**src/rtl/ct_piu_l2_csr_regs_if.sv**
```systemverilog
// CSR request/completion bus between the PIU CSR sync stage and the L2 CSR register file.
interface ct_piu_l2_csr_regs_if;
  localparam int unsigned OP_W   = 16;
  localparam int unsigned DATA_W = 64;

  logic              piu_regs_sel;
  logic [OP_W-1:0]   piu_regs_op;
  logic [DATA_W-1:0] piu_regs_wdata;
  logic              regs_piu_cmplt;
  logic [DATA_W-1:0] regs_piux_rdata;

  modport master (
    output piu_regs_sel, piu_regs_op, piu_regs_wdata,
    input  regs_piu_cmplt, regs_piux_rdata
  );

  modport slave (
    input  piu_regs_sel, piu_regs_op, piu_regs_wdata,
    output regs_piu_cmplt, regs_piux_rdata
  );
endinterface

```
**src/rtl/ct_piu_l2_csr_regs.sv**
```systemverilog
// L2 CSR register file: CSRRW/CSRRS/CSRRC access to CTRL, four 64-bit HPCP
// counters and sticky overflow status, plus the counter overflow interrupts.
module ct_piu_l2_csr_regs (
  input  logic                 forever_cpuclk,
  input  logic                 cpurst_b,
  ct_piu_l2_csr_regs_if.slave  bus,
  input  logic [3:0]           piu_regs_hpcp_cnt_en,
  input  logic [3:0]           l2_hpcp_evt,
  output logic [3:0]           regs_piu_hpcp_l2of_int,
  output logic [31:0]          regs_l2_ctrl
);
  localparam int unsigned NUM_CNT = 4;
  localparam int unsigned DW      = 64;
  localparam int unsigned CTRL_W  = 32;
  localparam int unsigned SEL_W   = 8;

  typedef enum logic [1:0] {ST_IDLE, ST_ACC, ST_CMPLT} state_t;

  state_t              r_state;
  logic                r_cmplt;
  logic [DW-1:0]       r_rdata;
  logic [CTRL_W-1:0]   r_ctrl;
  logic [DW-1:0]       r_cnt [NUM_CNT];
  logic [NUM_CNT-1:0]  r_status;
  logic [NUM_CNT-1:0]  r_int;

  logic [SEL_W-1:0]    w_sel;
  logic                w_sel_ok;
  logic                w_op_ok;
  logic [SEL_W-1:0]    w_we;
  logic [DW-1:0]       w_old;
  logic [DW-1:0]       w_new;
  logic [NUM_CNT-1:0]  w_cnt_hit;
  logic [NUM_CNT-1:0]  w_wrap;
  logic [NUM_CNT-1:0]  w_status_nxt;
  logic                w_unused;

  assign w_sel    = bus.piu_regs_op[11:4];
  assign w_sel_ok = $onehot(w_sel);
  assign w_op_ok  = bus.piu_regs_op[3] && $onehot(bus.piu_regs_op[2:0]);
  assign w_we     = (r_state == ST_ACC && w_sel_ok && w_op_ok) ? w_sel : '0;
  assign w_unused = ^bus.piu_regs_op[15:12];

  // Old-value read mux; reserved and malformed selects read zero.
  always_comb begin
    w_old = '0;
    case (w_sel)
      8'h01:   w_old = {32'h0, r_ctrl};
      8'h02:   w_old = r_cnt[0];
      8'h04:   w_old = r_cnt[1];
      8'h08:   w_old = r_cnt[2];
      8'h10:   w_old = r_cnt[3];
      8'h20:   w_old = {60'h0, r_status};
      default: w_old = '0;
    endcase
  end

  always_comb begin
    w_new = w_old;
    if (bus.piu_regs_op[2])      w_new = bus.piu_regs_wdata;
    else if (bus.piu_regs_op[1]) w_new = w_old | bus.piu_regs_wdata;
    else if (bus.piu_regs_op[0]) w_new = w_old & ~bus.piu_regs_wdata;
  end

  // A CSR write to a counter drops that cycle's increment, and with it any wrap.
  always_comb begin
    w_cnt_hit = piu_regs_hpcp_cnt_en & l2_hpcp_evt;
    w_wrap    = '0;
    for (int unsigned i = 0; i < NUM_CNT; i++) begin
      w_wrap[i] = w_cnt_hit[i] & (&r_cnt[i]) & ~w_we[i+1];
    end
    w_status_nxt = (w_we[5] ? w_new[NUM_CNT-1:0] : r_status) | w_wrap;
  end

  always_ff @(posedge forever_cpuclk or negedge cpurst_b) begin
    if (!cpurst_b) begin
      r_state <= ST_IDLE;
      r_cmplt <= 1'b0;
      r_rdata <= '0;
    end else begin
      case (r_state)
        ST_IDLE: begin
          if (bus.piu_regs_sel) r_state <= ST_ACC;
        end
        ST_ACC: begin
          r_rdata <= w_old;
          r_cmplt <= 1'b1;
          r_state <= ST_CMPLT;
        end
        ST_CMPLT: begin
          r_rdata <= '0;
          r_cmplt <= 1'b0;
          r_state <= ST_IDLE;
        end
        default: begin
          r_rdata <= '0;
          r_cmplt <= 1'b0;
          r_state <= ST_IDLE;
        end
      endcase
    end
  end

  always_ff @(posedge forever_cpuclk or negedge cpurst_b) begin
    if (!cpurst_b) begin
      r_ctrl   <= '0;
      r_status <= '0;
      r_int    <= '0;
      for (int unsigned i = 0; i < NUM_CNT; i++) r_cnt[i] <= '0;
    end else begin
      if (w_we[0]) r_ctrl <= w_new[CTRL_W-1:0];
      r_status <= w_status_nxt;
      r_int    <= r_status;
      for (int unsigned i = 0; i < NUM_CNT; i++) begin
        if (w_we[i+1])        r_cnt[i] <= w_new;
        else if (w_cnt_hit[i]) r_cnt[i] <= r_cnt[i] + 64'd1;
      end
    end
  end

  assign bus.regs_piu_cmplt     = r_cmplt;
  assign bus.regs_piux_rdata    = r_rdata;
  assign regs_piu_hpcp_l2of_int = r_int;
  assign regs_l2_ctrl           = r_ctrl;
endmodule

```
**src/flat_wrapper.sv**
```systemverilog
// flat-port wrapper written by rule: the top's interface ports become plain ports
module ct_piu_l2_csr_regs_flat 
  (forever_cpuclk, cpurst_b, piu_regs_hpcp_cnt_en, l2_hpcp_evt, regs_piu_hpcp_l2of_int, regs_l2_ctrl, bus_piu_regs_sel, bus_piu_regs_op, bus_piu_regs_wdata, bus_regs_piu_cmplt, bus_regs_piux_rdata);
  ct_piu_l2_csr_regs_if bus_i ();
  input  logic forever_cpuclk;
  input  logic cpurst_b;
  input  logic [3:0] piu_regs_hpcp_cnt_en;
  input  logic [3:0] l2_hpcp_evt;
  output logic [3:0] regs_piu_hpcp_l2of_int;
  output logic [31:0] regs_l2_ctrl;
  input wire logic [$bits(bus_i.piu_regs_sel)-1:0] bus_piu_regs_sel;
  input wire logic [$bits(bus_i.piu_regs_op)-1:0] bus_piu_regs_op;
  input wire logic [$bits(bus_i.piu_regs_wdata)-1:0] bus_piu_regs_wdata;
  output wire logic [$bits(bus_i.regs_piu_cmplt)-1:0] bus_regs_piu_cmplt;
  output wire logic [$bits(bus_i.regs_piux_rdata)-1:0] bus_regs_piux_rdata;
  assign bus_i.piu_regs_sel = bus_piu_regs_sel;
  assign bus_i.piu_regs_op = bus_piu_regs_op;
  assign bus_i.piu_regs_wdata = bus_piu_regs_wdata;
  assign bus_regs_piu_cmplt = bus_i.regs_piu_cmplt;
  assign bus_regs_piux_rdata = bus_i.regs_piux_rdata;
  ct_piu_l2_csr_regs u_core (.forever_cpuclk(forever_cpuclk), .cpurst_b(cpurst_b), .bus(bus_i), .piu_regs_hpcp_cnt_en(piu_regs_hpcp_cnt_en), .l2_hpcp_evt(l2_hpcp_evt), .regs_piu_hpcp_l2of_int(regs_piu_hpcp_l2of_int), .regs_l2_ctrl(regs_l2_ctrl));
endmodule
```
**config.mk**
```make
export PLATFORM = sky130hd
export DESIGN_NAME = ct_piu_l2_csr_regs_flat
export DESIGN_NICKNAME = d
export VERILOG_FILES = /design/src/rtl/ct_piu_l2_csr_regs_if.sv /design/src/rtl/ct_piu_l2_csr_regs.sv /design/src/flat_wrapper.sv
export SDC_FILE = /design/constraint.sdc
export NUM_CORES = 1
export LEC_CHECK = 0
export CORE_AREA = 5 5 203 205
export DETAILED_ROUTE_END_ITERATION = 8
export DIE_AREA = 0 0 208 210
export PLACE_DENSITY = 0.75
export SLEW_MARGIN = 0
export SYNTH_ARGS = -nofsm -noshare
export SYNTH_HDL_FRONTEND = slang
export SYNTH_SLANG_ARGS = --single-unit
```
**constraint.sdc**
```tcl
create_clock -name forever_cpuclk -period 3.45 [get_ports forever_cpuclk]
set_input_delay 0.69 -clock forever_cpuclk [delete_from_list [all_inputs] [get_ports forever_cpuclk]]
set_output_delay 0.69 -clock forever_cpuclk [all_outputs]
set_load 0.005 [all_outputs]
```
==> results of run 1 <==
## worst max-delay path: stages
cell and delay [ns]:
buf_4 0.13, ha_4 0.15, fa_1 0.52, inv_2 0.04, fa_1 0.47, inv_1 0.04, ha_2 0.16, fa_1 0.46
or3_4 0.42, or3_4 0.38, buf_12 0.17, mux2_2 0.28
## registers in the layout (all words and copies together) (netlist names)
register,flops
u_core.bus.regs_piux_rdata,64
u_core.bus.regs_piu_cmplt,1
u_core.r_cnt,256
u_core.r_status,4
u_core.r_state,2
u_core.regs_l2_ctrl,32
u_core.regs_piu_hpcp_l2of_int,4
## cell type report
type | count | area [µm²]
clock buffer | 62 | 1185
clock inverter | 11 | 87.58
fill | 2796 | 11080
inverter | 52 | 202.7
multi-input combinational | 1724 | 12200
sequential | 363 | 9089
tap | 525 | 656.9
timing repair buffer | 463 | 4768
## cells in the mapped netlist (27+ instances only)
library cell | number | share of area [%]
clkbuf_1 | 110 | 1.9
nor2_1 | 243 | 4.3
xnor2_1 | 184 | 7.6
a21oi_1 | 180 | 4.2
a222oi_1 | 60 | 2.8
and3_1 | 41 | 1.2
nor4_1 | 41 | 1.2
a211oi_1 | 59 | 2.1
xor2_1 | 64 | 2.6
nand4_1 | 83 | 2.4
inv_1 | 52 | 0.92
a21boi_0 | 27 | 0.95
a22oi_1 | 68 | 2.4
mux2i_1 | 139 | 6.6
nand2_1 | 161 | 2.8
o21ai_0 | 31 | 0.73
a311oi_1 | 33 | 1.4
nor3_1 | 65 | 1.5
dfrtp_1 | 363 | 43
nand3_1 | 112 | 2.6
## how the worst max path moves through the flow
stage / to / slack [ns] / cells after the start
2_1_floorplan: u_core.regs_l2_ctrl[15] / -0.55 / 15
3_3_place_gp: u_core.regs_l2_ctrl[29] / -1.15 / 13
3_5_place_dp: u_core.regs_l2_ctrl[29] / -1.24 / 13
4_1_cts: u_core.regs_l2_ctrl[3] / -0.08 / 14
5_1_grt: u_core.r_cnt[193] / -0.14 / 15
6_report: u_core.regs_l2_ctrl[29] / -0.06 / 12
## routing by layer
metal / global-route usage [%] / share of wire, % / vias up / wire length, µm
li1: - / - / 9110 / -
met2: 52.69 / 48 / 1225 / 36100
met3: 5.611 / 8.9 / 295 / 6756
met1: 42.12 / 38 / 10210 / 28890
met5: 0 / 0 / - / 0
met4: 15.11 / 5.5 / 0 / 4139
## what timing repair did
item,in CTS,in global routing
gates resized for setup,89,192
pin swaps,14,46
endpoints found under the setup margin,292,156
gates cloned,5,15
setup buffers,4,5
## report_power, final
group          internal (mW)  switching [mW]  total, mW  leakage, nW
logic                   1.80            1.55       3.35         6.66
registers               5.21            1.30       6.51         4.86
clock network           2.44            1.83       4.27        0.633
## stage by stage
stage	setup slack, ns	cell area, µm²	setup TNS [ns]	utilization (%)	hold slack (ns)
3_3_place_gp	-1.147	25520	-271.58	64.97	0.4113
3_5_place_dp	-1.239	25520	-293.11	64.97	0.4034
2_1_floorplan	-0.5469	21540	-55.62	-	0.3666
6_report	-0.05891	28190	-1.614	71.78	0.1264
4_1_cts	-0.08297	27100	-1.281	69.00	0.1315
5_1_grt	-0.1410	28190	-9.466	71.78	0.1652
## kinds of logic after synthesis
family	after synthesis
AOI/OAI and AO/OA	478
adders and majority gates	25
DFF	363
buffers and inverters	196
muxes	145
xor gates and xnor gates	248
and+or+nand+nor	828
==> results.sh, run 1 <==
export IMPL_drc=17
export IMPL_cts_sinks=363
export IMPL_async_reset_ff_share_pct=100.0
export IMPL_grt_start_max_net_pins=127
export IMPL_drt_first_pass_iters=9
export IMPL_setup_violations=62
export IMPL_cts_hold_buffers_added=0
export IMPL_core_area_um2=39280
export IMPL_layoutNonFillerInstCount=3200
export IMPL_violations="design-rule violations, negative setup slack"
export IMPL_antenna_found_initial=0
export IMPL_place_inst=3098
export IMPL_io_pins=192
export IMPL_slew_viol_final=0
export IMPL_synth_mux_area_share_pct=6.874
export IMPL_wl_per_cell_um=23.72
export IMPL_die_area_um2=43680
export IMPL_ant_nets=0
export IMPL_synth_top_family_by_area="simple AND/OR/NAND/NOR gates"
export IMPL_arrival_ns=3.95
export IMPL_finalNetCount=2760
export IMPL_insertion_delay_ns=0.57
export IMPL_final_cell_mix="dfrtp_1, buf_4, nor2_1"
export IMPL_crit_start="bus_piu_regs_op[8]"
export IMPL_cts_tree="done"
export IMPL_synth_compound_area_share_pct=15.40
export IMPL_grt_pass1_wl_mm=114.0
export IMPL_grt_overflow_total=0
export IMPL_synth_seq_cells=363
export IMPL_synth_warning_count=0
export IMPL_max_freq_ghz=0.2850
export IMPL_yosys_area_share_adder_pct=1.651
export IMPL_ys_dominant_reg_cell="dfrtp_1"
export IMPL_cts_reportedPaths_clkPinSlew_ns=0.06
export IMPL_syn_area_um2=21220
export IMPL_skew_ns=0.01985
export IMPL_yosys_area_share_simple_pct=19.41
export IMPL_synthCells=2283
export IMPL_cp_required_ns=3.89
export IMPL_synth_seq_area_share_pct=42.80
export IMPL_clockBufferDepth=3
export IMPL_max_slew_margin_pct=39.20
export IMPL_status="finished with violations"
export IMPL_finalCritPeriodShare_pct=101.7
export IMPL_syn_nets=2399
export IMPL_p_leak_nw=12.15
export IMPL_grt_usage_pct=32.20
export IMPL_drive_above_1_share_pct=20.34
export IMPL_synth_edf_count=0
export IMPL_rr_worst_depth=8
export IMPL_num_vias=20840
export IMPL_worstSetupEndpointType="register"
export IMPL_num_rows=73
export IMPL_critical_path_class="input port to register"
export IMPL_rsz0062_at_grt="yes"
export IMPL_cts_max_level=2
export IMPL_routed_wl_mm=75.89
export IMPL_finalHoldViolations=0
export IMPL_synthXorXnorAreaFrac_pct=10.23
export IMPL_critPathLaunchType="input port"
export IMPL_regToRegSetupSlack_ns=0.52
export IMPL_cts_buffers=40
export IMPL_tightest_slew_ns=0.9120
export IMPL_finalWorstSetupSlack_ns=-0.05891
export IMPL_initial_core_util_pct=54.04
export IMPL_portBuffers=187
export IMPL_root_buffer="clkbuf_16"
export IMPL_die_x_um=208
export IMPL_yosys_cell_types_count=58
export IMPL_r2r_start="u_core.r_cnt[83]"
export IMPL_period_minus_slack_ns=3.509
export IMPL_place_gp_congestion=0.9639
export IMPL_ir_drop_v=0.0004085
export IMPL_syn_to_final_growth_pct=32.84
export IMPL_critical_path_max_fanout=13
export IMPL_finalPower_mw=14.13
export IMPL_final_common_cell="dfrtp_1"
export IMPL_die_h_um=210
export IMPL_hpwl_mm=50.24
export IMPL_r2r_end="u_core.r_status[2]"
export IMPL_p_per_area_nw_per_um2=501.1
export IMPL_postSynthAreaPerCell_um2=9.297
export IMPL_drt_iter0_drc=2628
export IMPL_antenna_cells=0
export IMPL_grt_pass1_vias=20240
export IMPL_max_cap_violations=0
export IMPL_viasPerCell=6.512
export IMPL_hold_class="input port to async pin"
No activity file was read; power rests on OpenSTA's default activity.
==> inputs of run 2 (changes only) <==
--- a/config.mk
+++ b/config.mk
@@ -13,3 +13,4 @@
 export SYNTH_ARGS = -nofsm -noshare
 export SYNTH_HDL_FRONTEND = slang
 export SYNTH_SLANG_ARGS = --single-unit
+export TNS_END_PERCENT = 5
==> results.sh, run 2 (synthesis gave the netlist of run 1 again) <==
export IMPL_status="finished with violations"
export IMPL_finalNetCount=2720
export IMPL_insertion_delay_ns=0.58
export IMPL_slew_viol_final=0
export IMPL_tightest_slew_ns=0.8951
export IMPL_grt_start_max_net_pins=79
export IMPL_use_met3_pct=4.748
export IMPL_grt_pass1_wl_mm=114.9
export IMPL_final_core_util_pct=69.03
export IMPL_die_area_um2=43680
export IMPL_cts_tree="done"
export IMPL_syn_to_final_growth_pct=27.74
export IMPL_cp_required_ns=3.89
export IMPL_grt_use_met1_pct=44.52
export IMPL_routed_wl_mm=72.84
export IMPL_num_rows=73
export IMPL_arrival_ns=4.05
export IMPL_die_h_um=210
export IMPL_finalPower_mw=13.95
export IMPL_grt_usage_pct=32.61
export IMPL_grt_pass1_vias=20170
export IMPL_drt_first_pass_iters=9
export IMPL_p_leak_nw=11.83
export IMPL_ir_drop_v=0.0003465
export IMPL_hpwl_mm=51.76
export IMPL_worstSetupEndpointType="register"
export IMPL_io_pins=192
export IMPL_period_minus_slack_ns=3.613
export IMPL_top_usage_layer="met2"
export IMPL_rsz0062_at_grt="yes"
export IMPL_skew_ns=0.01974
export IMPL_regToRegSetupSlack_ns=0.70
export IMPL_critPathLaunchType="input port"
export IMPL_clockBufferDepth=3
export IMPL_finalWorstSetupSlack_ns=-0.1627
export IMPL_num_vias=20190
export IMPL_drive_above_1_share_pct=14.77
export IMPL_place_gp_congestion=0.9467
export IMPL_antenna_found_initial=1
export IMPL_antenna_cells=0
export IMPL_placed_area_um2=25360
export IMPL_initial_core_util_pct=54.04
export IMPL_ant_nets=0
export IMPL_final_common_cell="dfrtp_1"
export IMPL_hold_class="input port to async pin"
export IMPL_regMostFlops="u_core.r_cnt"
export IMPL_p_per_area_nw_per_um2=514.6
export IMPL_max_freq_ghz=0.2768
export IMPL_cts_reportedPaths_clkPinSlew_ns=0.06
export IMPL_critical_path_class="input port to register"
export IMPL_viasPerCell=6.390
export IMPL_wl_per_cell_um=23.06
export IMPL_cts_buffers=41
export IMPL_critical_path_max_fanout=7
export IMPL_grt_overflow_total=0
export IMPL_die_x_um=208
export IMPL_fin_area_um2=27110
export IMPL_finalHoldViolations=0
export IMPL_drc=12
export IMPL_setup_violations=47
export IMPL_largest_reg_flops=256
export IMPL_cts_sinks=363
export IMPL_finalCritPeriodShare_pct=104.7
export IMPL_portBuffers=187
export IMPL_use_met2_pct=52.00
export IMPL_core_area_um2=39280
export IMPL_setup_tns_ns=-2.609
export IMPL_final_cell_mix="dfrtp_1, nor2_1, buf_4"
export IMPL_cts_max_level=2
export IMPL_max_cap_violations=0
export IMPL_max_slew_margin_pct=40.00
export IMPL_drt_iter0_drc=2101
export IMPL_root_buffer="clkbuf_16"
export IMPL_violations="design-rule violations, negative setup slack"
-- run 2: changes by cell type in the layout (fill, tap and decap cells not counted), moves of 5 or more --
cell,delta
nor2_1,+50
a21oi_1,+40
a21oi_2,-40
nor2_4,-32
nor2_2,-18
buf_6,-15
buf_4,-11
clkbuf_16,-11
nand2_1,+7
o21ai_2,-6
o21ai_1,+5
-- run 2: stage by stage --
step	worst slack, ns	cells	hold slack, ns
detailed placement	-1.232	3077	0.4365
CTS	-0.1362	3159	0.1403
finish	-0.1627	3159	0.09253
global placement	-1.175	3077	0.4272
floorplan	-0.5471	2283	0.3666
global route	-0.2215	3159	0.1774
-- run 2: final cells by class --
| cell class | instances | area, µm² |
|---|---|---|
| Fill cell | 3053 | 12160 |
| Multi-Input combinational cell | 1724 | 11610 |
| Sequential cell | 363 | 9089 |
| Timing Repair Buffer | 422 | 4174 |
| Clock buffer | 63 | 1251 |
| Tap cell | 525 | 656.9 |
| Inverter | 52 | 202.7 |
| Clock inverter | 10 | 128.9 |
-- run 2: power breakdown --
part           switching (mW)  internal, mW  leakage (nW)
combinational            1.34          1.59          6.29
clock                    1.82          2.72         0.684
sequential               1.29          5.21          4.86
total                    4.44          9.51          11.8
-- run 2: critical path: stages --
cell	delay (ns)
buf_6	0.09
inv_2	0.05
ha_4	0.25
inv_2	0.04
fa_2	0.38
fa_1	0.52
inv_1	0.06
ha_2	0.17
fa_1	0.48
or3_4	0.35
or3_4	0.41
buf_8	0.17
buf_12	0.12
buf_16	0.14
nand2_2	0.05
o21ai_1	0.06
-- run 2: worst paths after layout --
kind / to / startpoint / cells past startpoint
hold reg to reg: u_core.regs_piu_hpcp_l2of_int[1] / u_core.r_status[1] / 0
setup / recovery: u_core.regs_l2_ctrl[6] / bus_piu_regs_op[7] / 16
hold / removal: u_core.bus.regs_piux_rdata[52] / cpurst_b / 1
setup reg to reg: u_core.r_cnt[50] / u_core.r_cnt[24] / 7
max in group asynchronous: u_core.r_cnt[70] / cpurst_b / 2
min in group forever_cpuclk: u_core.regs_piu_hpcp_l2of_int[1] / u_core.r_status[1] / 0
-- run 2: per-layer routing --
metal,routed length [µm],vias up,share of wire [%]
met2,34050,988,47
met3,5434,224,7.5
li1,-,9041,-
met1,29890,9934,41
met4,3467,0,4.8
met5,0,-,0
-- run 2: timing repair --
action,CTS,global route
hold buffers,0,0
setup buffers,4,0
resized for setup,89,13
setup endpoints to repair,292,194
pin swaps,18,4
cloned,6,0
